$ cat src/rtl/buffer_swap_ctrl_pkg.sv
`default_nettype none
// ============================================================================
// Module   : buf_swap_pkg
// Brief    : Shared types and constants for the double-buffer swap controller.
// Revision : 1.0
// ============================================================================
package buf_swap_pkg;

    localparam int ADDR_W_DEF = 5;
    localparam int DATA_W_DEF = 8;

    localparam logic BANK_RAM1 = 1'b0;
    localparam logic BANK_RAM2 = 1'b1;

    typedef enum logic [1:0] {
        W_IDLE = 2'd0,
        W_FILL = 2'd1,
        W_DONE = 2'd2
    } wr_state_e;

endpackage
`default_nettype wire

$ cat src/rtl/buffer_swap_ctrl_if.sv
`default_nettype none
// ============================================================================
// Module   : buffer_swap_ctrl_if
// Brief    : Producer, display and bank-RAM signals of the swap controller.
//            Statistics outputs exist only when BUF_SWAP_STATS_EN is defined.
// Revision : 1.0
// ============================================================================
interface buffer_swap_ctrl_if #(
    parameter int ADDR_W = buf_swap_pkg::ADDR_W_DEF,
    parameter int DATA_W = buf_swap_pkg::DATA_W_DEF
) ();
    logic              wr_start;
    logic              wr_valid;
    logic [DATA_W-1:0] wr_data;
    logic              wr_ready;
    logic              frame_end;
    logic              rd_req;
    logic              rd_valid;
    logic [DATA_W-1:0] rd_data;
    logic              ram1_we;
    logic              ram1_re;
    logic              ram2_we;
    logic              ram2_re;
    logic [ADDR_W-1:0] ram1_addr;
    logic [ADDR_W-1:0] ram2_addr;
    logic [DATA_W-1:0] ram_wdata;
    logic [DATA_W-1:0] ram1_rdata;
    logic [DATA_W-1:0] ram2_rdata;
    logic              front_sel;
`ifdef BUF_SWAP_STATS_EN
    logic [15:0]       swap_cnt;
    logic [15:0]       late_cnt;
`endif

    modport slave (
        input  wr_start, wr_valid, wr_data, frame_end, rd_req,
        input  ram1_rdata, ram2_rdata,
        output wr_ready, rd_valid, rd_data,
        output ram1_we, ram1_re, ram2_we, ram2_re,
        output ram1_addr, ram2_addr, ram_wdata, front_sel
`ifdef BUF_SWAP_STATS_EN
        , output swap_cnt, late_cnt
`endif
    );

    modport master (
        output wr_start, wr_valid, wr_data, frame_end, rd_req,
        output ram1_rdata, ram2_rdata,
        input  wr_ready, rd_valid, rd_data,
        input  ram1_we, ram1_re, ram2_we, ram2_re,
        input  ram1_addr, ram2_addr, ram_wdata, front_sel
`ifdef BUF_SWAP_STATS_EN
        , input swap_cnt, late_cnt
`endif
    );
endinterface
`default_nettype wire

$ cat src/rtl/buffer_swap_ctrl_wr_fsm.sv
`default_nettype none
// ============================================================================
// Module   : buf_swap_wr_fsm
// Brief    : Back-bank fill sequencer and owner of the front-bank select.
//            Swap/late counters present with BUF_SWAP_STATS_EN.
// Revision : 1.0
// ============================================================================
module buf_swap_wr_fsm
    import buf_swap_pkg::*;
#(
    parameter int ADDR_W = ADDR_W_DEF
) (
    input  wire logic              clk,
    input  wire logic              reset,
    input  wire logic              wr_start_i,
    input  wire logic              wr_valid_i,
    input  wire logic              frame_end_i,
    output logic [ADDR_W-1:0]      wr_addr_o,
    output logic                   wr_ready_o,
    output logic                   front_sel_o
`ifdef BUF_SWAP_STATS_EN
    ,
    output logic [15:0]            swap_cnt_o,
    output logic [15:0]            late_cnt_o
`endif
);
    localparam logic [ADDR_W-1:0] ADDR_LAST = '1;

    wr_state_e         state_q;
    logic [ADDR_W-1:0] wr_addr_q;
    logic              wr_ready_q;
    logic              front_sel_q;

    always_ff @(posedge clk) begin
        if (reset) begin
            state_q     <= W_IDLE;
            wr_addr_q   <= '0;
            wr_ready_q  <= 1'b0;
            front_sel_q <= BANK_RAM1;
        end else begin
            case (state_q)
                W_IDLE: begin
                    if (wr_start_i) begin
                        state_q    <= W_FILL;
                        wr_addr_q  <= '0;
                        wr_ready_q <= 1'b1;
                    end
                end
                W_FILL: begin
                    if (wr_valid_i && wr_ready_q) begin
                        wr_addr_q <= wr_addr_q + 1'b1;
                        if (wr_addr_q == ADDR_LAST) begin
                            state_q    <= W_DONE;
                            wr_ready_q <= 1'b0;
                        end
                    end
                end
                W_DONE: begin
                    // The display boundary is the only point where banks change roles
                    if (frame_end_i) begin
                        front_sel_q <= ~front_sel_q;
                        state_q     <= W_IDLE;
                    end
                end
                default: begin
                    state_q    <= W_IDLE;
                    wr_ready_q <= 1'b0;
                end
            endcase
        end
    end

`ifdef BUF_SWAP_STATS_EN
    logic [15:0] swap_cnt_q;
    logic [15:0] late_cnt_q;

    always_ff @(posedge clk) begin
        if (reset) begin
            swap_cnt_q <= '0;
            late_cnt_q <= '0;
        end else begin
            if (state_q == W_DONE && frame_end_i && swap_cnt_q != 16'hFFFF)
                swap_cnt_q <= swap_cnt_q + 16'd1;
            if (state_q == W_FILL && frame_end_i && late_cnt_q != 16'hFFFF)
                late_cnt_q <= late_cnt_q + 16'd1;
        end
    end

    assign swap_cnt_o = swap_cnt_q;
    assign late_cnt_o = late_cnt_q;
`endif

    assign wr_addr_o   = wr_addr_q;
    assign wr_ready_o  = wr_ready_q;
    assign front_sel_o = front_sel_q;

endmodule
`default_nettype wire

$ cat src/rtl/buffer_swap_ctrl.sv
`default_nettype none
// ============================================================================
// Module   : buffer_swap_ctrl
// Brief    : Double-buffered frame store controller: fill back bank, replay
//            front bank, swap on frame end. Option: BUF_SWAP_STATS_EN.
// Revision : 1.0
// ============================================================================
module buffer_swap_ctrl
    import buf_swap_pkg::*;
#(
    parameter int ADDR_W = ADDR_W_DEF,
    parameter int DATA_W = DATA_W_DEF
) (
    input  wire logic          clk,
    input  wire logic          reset,
    buffer_swap_ctrl_if.slave  bus
);
    logic [ADDR_W-1:0] w_wr_addr;
    logic              w_wr_ready;
    logic              w_front_sel;

    buf_swap_wr_fsm #(.ADDR_W(ADDR_W)) u_wr_fsm (
        .clk         (clk),
        .reset       (reset),
        .wr_start_i  (bus.wr_start),
        .wr_valid_i  (bus.wr_valid),
        .frame_end_i (bus.frame_end),
        .wr_addr_o   (w_wr_addr),
        .wr_ready_o  (w_wr_ready),
        .front_sel_o (w_front_sel)
`ifdef BUF_SWAP_STATS_EN
        ,
        .swap_cnt_o  (bus.swap_cnt),
        .late_cnt_o  (bus.late_cnt)
`endif
    );

    logic              w_wr_fire;
    logic              w_rd_fire;
    logic              w_ram1_we, w_ram2_we, w_ram1_re, w_ram2_re;
    logic [ADDR_W-1:0] rd_addr_q, rd_addr_d;
    logic [ADDR_W-1:0] ram1_addr_q, ram1_addr_d;
    logic [ADDR_W-1:0] ram2_addr_q, ram2_addr_d;
    logic              rd_valid_q;
    logic              rd_sel_q;

    assign w_wr_fire = bus.wr_valid & w_wr_ready;
    assign w_rd_fire = bus.rd_req & ~bus.frame_end;

    // Writes go only to the back bank, reads only to the front bank
    assign w_ram1_we = w_wr_fire & (w_front_sel == BANK_RAM2);
    assign w_ram2_we = w_wr_fire & (w_front_sel == BANK_RAM1);
    assign w_ram1_re = w_rd_fire & (w_front_sel == BANK_RAM1);
    assign w_ram2_re = w_rd_fire & (w_front_sel == BANK_RAM2);

    always_comb begin
        ram1_addr_d = ram1_addr_q;
        ram2_addr_d = ram2_addr_q;
        if (w_ram1_we)      ram1_addr_d = w_wr_addr;
        else if (w_ram1_re) ram1_addr_d = rd_addr_q;
        if (w_ram2_we)      ram2_addr_d = w_wr_addr;
        else if (w_ram2_re) ram2_addr_d = rd_addr_q;

        rd_addr_d = rd_addr_q;
        if (bus.frame_end)   rd_addr_d = '0;
        else if (bus.rd_req) rd_addr_d = rd_addr_q + 1'b1;
    end

    always_ff @(posedge clk) begin
        if (reset) begin
            rd_addr_q   <= '0;
            ram1_addr_q <= '0;
            ram2_addr_q <= '0;
            rd_valid_q  <= 1'b0;
            rd_sel_q    <= BANK_RAM1;
        end else begin
            rd_addr_q   <= rd_addr_d;
            ram1_addr_q <= ram1_addr_d;
            ram2_addr_q <= ram2_addr_d;
            rd_valid_q  <= w_rd_fire;
            if (w_rd_fire)
                rd_sel_q <= w_front_sel;
        end
    end

    assign bus.wr_ready  = w_wr_ready;
    assign bus.front_sel = w_front_sel;
    assign bus.ram1_we   = w_ram1_we;
    assign bus.ram2_we   = w_ram2_we;
    assign bus.ram1_re   = w_ram1_re;
    assign bus.ram2_re   = w_ram2_re;
    assign bus.ram1_addr = ram1_addr_d;
    assign bus.ram2_addr = ram2_addr_d;
    assign bus.ram_wdata = bus.wr_data;
    assign bus.rd_valid  = rd_valid_q;
    // Bank data arrives one cycle after re; steer by the bank latched with the request
    assign bus.rd_data   = rd_valid_q ? ((rd_sel_q == BANK_RAM2) ? bus.ram2_rdata
                                                                 : bus.ram1_rdata)
                                      : '0;

endmodule
`default_nettype wire

$ cat src/flat_wrapper.sv
// flat-port wrapper written by rule: the top's interface ports become plain ports
module buffer_swap_ctrl_flat import buf_swap_pkg::*;
#(
    parameter int ADDR_W = ADDR_W_DEF,
    parameter int DATA_W = DATA_W_DEF
)
  (clk, reset, bus_wr_start, bus_wr_valid, bus_wr_data, bus_frame_end, bus_rd_req, bus_ram1_rdata, bus_ram2_rdata, bus_wr_ready, bus_rd_valid, bus_rd_data, bus_ram1_we, bus_ram1_re, bus_ram2_we, bus_ram2_re, bus_ram1_addr, bus_ram2_addr, bus_ram_wdata, bus_front_sel);
  buffer_swap_ctrl_if #(.ADDR_W(ADDR_W), .DATA_W(DATA_W)) bus_i ();
  input  wire logic clk;
  input  wire logic reset;
  input wire logic [$bits(bus_i.wr_start)-1:0] bus_wr_start;
  input wire logic [$bits(bus_i.wr_valid)-1:0] bus_wr_valid;
  input wire logic [$bits(bus_i.wr_data)-1:0] bus_wr_data;
  input wire logic [$bits(bus_i.frame_end)-1:0] bus_frame_end;
  input wire logic [$bits(bus_i.rd_req)-1:0] bus_rd_req;
  input wire logic [$bits(bus_i.ram1_rdata)-1:0] bus_ram1_rdata;
  input wire logic [$bits(bus_i.ram2_rdata)-1:0] bus_ram2_rdata;
  output wire logic [$bits(bus_i.wr_ready)-1:0] bus_wr_ready;
  output wire logic [$bits(bus_i.rd_valid)-1:0] bus_rd_valid;
  output wire logic [$bits(bus_i.rd_data)-1:0] bus_rd_data;
  output wire logic [$bits(bus_i.ram1_we)-1:0] bus_ram1_we;
  output wire logic [$bits(bus_i.ram1_re)-1:0] bus_ram1_re;
  output wire logic [$bits(bus_i.ram2_we)-1:0] bus_ram2_we;
  output wire logic [$bits(bus_i.ram2_re)-1:0] bus_ram2_re;
  output wire logic [$bits(bus_i.ram1_addr)-1:0] bus_ram1_addr;
  output wire logic [$bits(bus_i.ram2_addr)-1:0] bus_ram2_addr;
  output wire logic [$bits(bus_i.ram_wdata)-1:0] bus_ram_wdata;
  output wire logic [$bits(bus_i.front_sel)-1:0] bus_front_sel;
  assign bus_i.wr_start = bus_wr_start;
  assign bus_i.wr_valid = bus_wr_valid;
  assign bus_i.wr_data = bus_wr_data;
  assign bus_i.frame_end = bus_frame_end;
  assign bus_i.rd_req = bus_rd_req;
  assign bus_i.ram1_rdata = bus_ram1_rdata;
  assign bus_i.ram2_rdata = bus_ram2_rdata;
  assign bus_wr_ready = bus_i.wr_ready;
  assign bus_rd_valid = bus_i.rd_valid;
  assign bus_rd_data = bus_i.rd_data;
  assign bus_ram1_we = bus_i.ram1_we;
  assign bus_ram1_re = bus_i.ram1_re;
  assign bus_ram2_we = bus_i.ram2_we;
  assign bus_ram2_re = bus_i.ram2_re;
  assign bus_ram1_addr = bus_i.ram1_addr;
  assign bus_ram2_addr = bus_i.ram2_addr;
  assign bus_ram_wdata = bus_i.ram_wdata;
  assign bus_front_sel = bus_i.front_sel;
  buffer_swap_ctrl #(.ADDR_W(ADDR_W), .DATA_W(DATA_W)) u_core (.clk(clk), .reset(reset), .bus(bus_i));
endmodule
$ cat config.mk
export PLATFORM = sky130hd
export DESIGN_NAME = buffer_swap_ctrl_flat
export DESIGN_NICKNAME = d
export VERILOG_FILES = /design/src/rtl/buffer_swap_ctrl_pkg.sv /design/src/rtl/buffer_swap_ctrl_if.sv /design/src/rtl/buffer_swap_ctrl_wr_fsm.sv /design/src/rtl/buffer_swap_ctrl.sv /design/src/flat_wrapper.sv
export SDC_FILE = /design/constraint.sdc
export NUM_CORES = 1
export LEC_CHECK = 0
export BUFFER_PORTS_ARGS = -buffer_cell sky130_fd_sc_hd__buf_2
export CAP_MARGIN = 5
export CELL_PAD_IN_SITES_DETAIL_PLACEMENT = 0
export CELL_PAD_IN_SITES_GLOBAL_PLACEMENT = 1
export CORE_MARGIN = 1.5
export CORE_UTILIZATION = 30
export CTS_CLUSTER_SIZE = 16
export DETAILED_ROUTE_END_ITERATION = 12
export GPL_TIMING_DRIVEN = 0
export MAX_ROUTING_LAYER = met4
export PLACE_DENSITY_LB_ADDON = 0.25
export SYNTH_ARGS = -nofsm -noshare
export SYNTH_HDL_FRONTEND = slang
export SYNTH_SLANG_ARGS = --single-unit
$ cat constraint.sdc
create_clock -name clk -period 1.5 [get_ports clk]
set_input_delay 0.075 -clock clk [delete_from_list [all_inputs] [get_ports clk]]
set_output_delay 0.075 -clock clk [all_outputs]
set_load 0.01 [all_outputs]
== Word level (Yosys, flattened, before mapping) ==
Index checks and enable logic that the tools add are counted.
Word-level totals
  register bits after elaboration: 26
Operators by class
  bitwise logic cells: 9
  reduce and logical (&&, ||, !) cells: 8
  add/subtract/negate cells: 2
  equal/unequal tests: 7
  mux-type cells: 18
Operator list (count)
  5-bit two-way mux: 6
  8-bit two-way mux: 2
  5-bit by 1-bit adder with 5-bit output (second input constant): 2
  5-bit one-hot mux with 2 select lines: 1
  2-bit two-way mux: 4
  2-bit inequality test (second input constant): 4
  4-bit AND reduction: 2
  1-bit AND: 6
  2-bit one-hot mux with 3 select lines: 1
  5-bit == test (second input constant): 1
  1-bit two-way mux: 3
  1-bit inverter: 3
  1-bit one-hot mux with 3 select lines: 1
  3-bit AND reduction: 1
  2-bit by 1-bit == test with 1-bit output (second input constant): 1
  2-bit == test (second input constant): 1
  2-bit zero test: 1
  2-bit AND reduction: 1
  2-bit nonzero test: 1
  2-bit OR reduction: 1
  1-bit logical AND: 1

== Depth between registers and ports, before layout ==
  depth after elaboration: 5
  mapped depth: 6
  gate-level depth less buffers: 6

== By module ==
Synthesis repeated with hierarchy kept, for this count alone.
Unflattened totals
  cell total of the unflattened synthesis: 188
  area total of the unflattened synthesis: 1667.8 um^2
Modules (own cells, without submodules)
  buffer_swap_ctrl: times used 1, area each 1223.7 um^2, sequential area each 340.3 um^2, cells an instance 140
  buf_swap_wr_fsm: times used 1, area each 444.2 um^2, sequential area each 180.2 um^2, cells an instance 48

== Least setup slack after synthesis ==
OpenSTA, ideal clock, no wires.
  path type: reg2reg
  start point: reg u_core.u_wr_fsm.wr_addr_q[0], in the netlist u_core.u_wr_fsm.wr_addr_o[0]
  end point: reg u_core.u_wr_fsm.state_q[1]
  arrival: 1315 ps
  stages on the path, launching flop included: 7
  library setup time: 66 ps
  slack: 119 ps
  cells stage by stage: dfxtp_1 -> ha_1 -> and3_1 -> ha_1 -> inv_1 -> o32a_1 -> nor2_1
Between the ends
  word-level cells in the longest chain between the ends: 3
RTL lines
  start: declaration: RTL line buffer_swap_ctrl_wr_fsm.sv:30  | logic [ADDR_W-1:0] wr_addr_q;
  start signal: assignment: RTL line buffer_swap_ctrl_wr_fsm.sv:51  | wr_addr_q <= wr_addr_q + 1'b1;
  5-bit == test: RTL line buffer_swap_ctrl_wr_fsm.sv:52  | if (wr_addr_q == ADDR_LAST) begin
  2-bit inequality test (no line)
  4-bit AND reduction (no line)
  end signal: assignment: RTL line buffer_swap_ctrl_wr_fsm.sv:53  | state_q <= W_DONE;
  end signal: assignment: RTL line buffer_swap_ctrl_wr_fsm.sv:62  | state_q <= W_IDLE;
  end signal: assignment: RTL line buffer_swap_ctrl_wr_fsm.sv:66  | state_q <= W_IDLE;
  end: declaration: RTL line buffer_swap_ctrl_wr_fsm.sv:29  | wr_state_e state_q;
No other way between the ends.
A chain may end at the register's enable or synchronous reset.

== Worst setup path in the final report ==
  start point: reg u_core.u_wr_fsm.front_sel_q, in the netlist u_core.u_wr_fsm.front_sel_o
  end point: out bus_ram1_addr[2]
Between the ends
  word-level cells in the longest chain between the ends: 4
  elaborated cells on any way between the ends: 5
  those cells by class: mux: 2; bitwise: 3
RTL lines
  start: declaration: RTL line buffer_swap_ctrl_wr_fsm.sv:32  | logic front_sel_q;
  start signal: assignment: RTL line buffer_swap_ctrl_wr_fsm.sv:61  | front_sel_q <= ~front_sel_q;
  1-bit inverter: RTL line buffer_swap_ctrl.sv:53  | assign w_ram1_re = w_rd_fire & (w_front_sel == BANK_RAM1);
  1-bit AND: RTL line buffer_swap_ctrl.sv:53
  5-bit two-way mux: RTL line buffer_swap_ctrl.sv:60  | else if (w_ram1_re) ram1_addr_d = rd_addr_q;
  5-bit two-way mux *: RTL line buffer_swap_ctrl.sv:59  | if (w_ram1_we) ram1_addr_d = w_wr_addr;
  end: declaration: RTL line flat_wrapper.sv:25  | output wire logic [$bits(bus_i.ram1_addr)-1:0] bus_ram1_addr;
Mark *: on every way between the ends. The rest lies on a longest branch, timed or not.

==> flow_results.org <==
** Outcome
- The run finished, with violations left.
- The checks that failed: negative setup slack.

** Worst hold path
- For hold timing, the worst endpoint is u_core.bus.rd_valid.
- The min-delay analysis places its worst path in the category in2reg.
- Startpoint of the worst hold path :: bus_rd_req
- Worst hold path cell count :: 3

** Clocking
- In this run the number of H-tree levels came out at 1.
- Number of buffers between clock root and the deepest sink :: 2
- Sinks on the clock net :: 26
- Cts hold-fix bufs :: 0
- Clock tree synthesis selected as its root buffer the cell sky130_fd_sc_hd__clkbuf_8.
- Clock tree from TritonCTS :: done
- Buffers inserted during clock tree synthesis total 3.
- Source-to-sink clock delay at the later pin of the worst-skew pair :: ~0.27 ns
- Clock-pin slew was measured on the worst setup and hold paths at 0.10 ns.

** Drt
- The pre-antenna-repair detailed-routing pass consisted of 4 iterations.
- Total vias in the final route :: roughly 1400
- Once detail routing completed, the nets flagged for antenna violations numbered 0.
- Total Wirelength :: between 3000 and 4000 um
- Vias/cell :: between 4 and 5
- In the final routed layout, each cell accounts on average for 13.1 um.
- In the routed design, unresolved DRC markers number 0.
- Violation count after the first detailed-routing iteration :: 47

** Logic synthesis
- Distinct cells, synth :: 34
- Number of enable flip-flop cells after synthesis :: 0
- Top cells by instance count after synthesis :: 26 x sky130_fd_sc_hd__dfxtp_1, 13 x sky130_fd_sc_hd__nor2_1, 12 x sky130_fd_sc_hd__mux2i_1
- The average instance in the mapped netlist occupies between 8 and 9 um^2.
- Synth warnings :: 0
- Count of state elements after synthesis :: 26
- The biggest area contributor in the post-synthesis netlist is sky130_fd_sc_hd__dfxtp_1.
- Biggest area contributors in the synthesized netlist :: sky130_fd_sc_hd__dfxtp_1 36%, sky130_fd_sc_hd__mux2i_1 8.3%, sky130_fd_sc_hd__a22oi_2 4.3%
- Cells after synthesis :: approximately 160
- For this run, asynchronously set or reset flops after synthesis account for 0%.
- Among all cell types in the netlist, the one instantiated most often is sky130_fd_sc_hd__dfxtp_1.
- The number of nets handed over by synthesis was approximately 200.
- Dominant synthesized flop cell :: sky130_fd_sc_hd__dfxtp_1
- The mapped netlist covers 1450 um^2.
- Seq/Total Area, Yosys :: 35.9%
- Area share of the largest cell type after synthesis :: a little over a third

** Cells and area
- Number of standard cells in the layout, taps in and fillers out :: roughly 280
- Synth-to-Final Area Change :: 36.6%
- Final Util :: between 40% and 50%
- Diode insertion count for antenna repair :: 0
- Summing all non-filler instances in the final layout gives an area of between 1500 and 2000 um^2.
- Share of final-layout standard cells stronger than drive strength 1 :: between 40% and 50%
- Fin nets :: 263

** Critical path
- The most critical setup path has its startpoint at u_core.u_wr_fsm.front_sel_o.
- Class of the most critical setup path :: reg2out
- The worst register-to-register path begins at u_core.u_wr_fsm.wr_addr_o[0].
- Crit end category :: primary output
- The worst setup path is launched from a flop.
- The signal on the critical path passes through or3b_4, clkinv_8, a22oi_2, nand2_1, buf_2.
- The critical path crosses 5 cells after its start point.
- Critical path arrival :: between 1 and 1.5 ns
- The worst register-to-register path has a setup slack of 0.10 ns.
- In this run the critical register-to-register path is captured at u_core.u_wr_fsm.state_q[1].
- The number of buffers and inverters on the critical path is 2.
- Required time at the endpoint of the critical path :: ~1.4 ns
- Among all stages on the critical path, the largest delay is contributed by sky130_fd_sc_hd__or3b_4.
- CP max stage delay :: 0.45 ns
- Critical-path maximum fanout :: 6
- The worst register-to-register path has a depth of 6.
- Family with the most delay on the worst path :: simple AND/OR/NAND/NOR gates

** Place
- Summed over all nets, the half-perimeter wirelength after detailed placement is between 2000 and 3000 um.
- In this run the cell area measured after placement is approximately 1800 um^2.
- During placement, the flow inserted port buffers numbering 53.
- At the end of routability-driven placement, the weighted congestion stood at approximately 0.74.
- After detailed placement, the design holds a cell count of between 200 and 300.

** Floorplan
- Total die area :: between 5000 and 6000 um^2
- Measured along the x axis, the die boundary spans about 73 um.
- I/O pin cnt :: 63
- Height of the chip :: between 70 and 80 um
- Once the floorplan was initialized, standard cells occupied 30.9% of the core.
- Total core area :: roughly 4700 um^2
- Row Count :: 25

** Pwr
- Summed over all cells, the static leakage comes to between 0.9 and 1 nW.
- Dividing total power by cell area gives a power density of 759 nW/um^2.
- IR analysis of the VDD net gives a maximum drop of 0.000653 V.

** Timing
- The tightest hold path in the finished design has a slack of between 0.06 and 0.07 ns.
- Timing would allow up to roughly 650 MHz.
- Crit share post-route :: 103%
- Setup violations remaining at the end of the flow were counted as 5.
- Setup repair after global routing missed its margin :: true
- Post-route setup TNS :: -0.139 ns
- Final period demand of the worst path :: ~1.5 ns
- The worst pin sits at a relative slew slack of 56.9%.
- The hold violation count in the final report is 0.
- For the pin with the worst max-slew slack, the measured transition is 0.647 ns.
- Setup slack on the critical path of the routed design comes to -0.0414 ns.
- The number of slew-limit violations in the final report was 0.
- Worst Clk Skew :: approximately 0.0093 ns

** Job
- Number of maximum-capacitance constraint violations :: 0

** GRT
- The first global-routing pass estimated roughly 5900 um of wire.
- The initial antenna violation count was 0.
- Pin count of the biggest net entering global routing :: 16
- For this run the aggregate overflow at the end of global routing stands at 0.
- Number of global-route vias before repair :: roughly 1200
- For this run, the total global-route usage over all layers was measured as 14.5%.
==> stage by stage <==
stage / setup WS (ns) / power [mW]
CTS: -0.0588 / 1.51
floorplan: 0.119 / 0.849
detailed placement: -0.0776 / 0.931
global placement: -0.0922 / 0.931
global route: -0.119 / 1.58
finish: -0.0414 / 1.51
==> layout by cell type (no fill, tap or decap), types with 3 or more instances in the layout <==
cell type                  Yosys  routed
sky130_fd_sc_hd__buf_2         3      55
sky130_fd_sc_hd__dfxtp_1      26      22
sky130_fd_sc_hd__buf_4         8      17
sky130_fd_sc_hd__mux2i_1      12      11
sky130_fd_sc_hd__nor2_1       13      11
sky130_fd_sc_hd__nand2_1      10      10
sky130_fd_sc_hd__a21oi_1      10       9
sky130_fd_sc_hd__nand3_1      10       9
sky130_fd_sc_hd__nor2b_1       8       8
sky130_fd_sc_hd__a22oi_2       5       7
sky130_fd_sc_hd__a21oi_2       5       6
sky130_fd_sc_hd__nand2b_1      6       6
sky130_fd_sc_hd__o21ai_0       5       5
sky130_fd_sc_hd__nand3b_1      4       4
sky130_fd_sc_hd__inv_1         6       4
sky130_fd_sc_hd__xor2_1        4       4
sky130_fd_sc_hd__buf_6         2       3
sky130_fd_sc_hd__a211oi_1      3       3
sky130_fd_sc_hd__clkbuf_8      0       3
sky130_fd_sc_hd__dfxtp_4       0       3
==> metal layers <==
layer | global-route usage, % | part of all wire, % | vias up
li1 | - | - | 696
met1 | 19.0 | 49 | 613
met2 | 23.4 | 46 | 44
met3 | 3.33 | 4.5 | 2
met4 | 1.89 | 0.51 | 0
met5 | - | 0 | -
==> kinds of logic (layout without fill, tap and decap cells) <==
| kind of cell | count (synthesis) | after routing | share of synthesized area (%) |
|---|---|---|---|
| AOI/OAI and AO/OA | 35 | 35 | 18.4 |
| xor gates and xnor gates | 5 | 5 | 3.02 |
| DFF | 26 | 26 | 35.9 |
| adders and majority gates | 3 | 3 | 2.59 |
| muxes | 12 | 12 | 8.28 |
| buffers and inverters | 23 | 89 | 10.2 |
| and+or+nand+nor | 59 | 59 | 21.7 |
==> worst max-delay path by stage <==
stage,endpoint,slack (ns)
after floorplan,u_core.u_wr_fsm.state_q[1],0.12
after detailed placement,u_core.u_wr_fsm.state_q[1],-0.08
after global placement,u_core.u_wr_fsm.state_q[1],-0.09
after CTS,bus_ram1_addr[4],-0.06
after global routing,bus_ram1_addr[2],-0.12
final,bus_ram1_addr[2],-0.04
==> what timing repair did <==
item                                    4_1_cts  5_1_grt
gates cloned                                  0        1
setup buffers                                 5        4
endpoints found under the setup margin       14       12
resized for setup                             9       14
endpoints found under the hold margin         0        0
pin swaps                                     9        4
==> final cells by class <==
class / count / area [um^2]
sequential: 26 / 533
timing repair buffer: 63 / 344
clock buffer: 3 / 41.3
multi-input combinational: 114 / 825
clock inverter: 1 / 30.0
inverter: 7 / 38.8
tap: 54 / 67.6
buffer: 15 / 104
fill: 484 / 2710
==> flip-flops by register name, indices dropped and copies added (netlist names), 2 cells and up <==
name,count
u_core.ram1_addr_q,5
u_core.ram2_addr_q,5
u_core.rd_addr_q,5
u_core.u_wr_fsm.state_q,2
u_core.u_wr_fsm.wr_addr_o,5
==> report_power, final <==
part | total, mW | switching [mW] | internal [mW]
sequential | 0.714 | 0.0153 | 0.699
clock | 0.582 | 0.225 | 0.357
combinational | 0.209 | 0.105 | 0.104
==> worst min-delay path, delay by kind of cell <==
| kind | cells | cell delay [ns] |
|---|---|---|
| buf+inv | 2 | 0.19 |
| simple gates | 1 | 0.04 |
(Power assumes the default switching activity.)
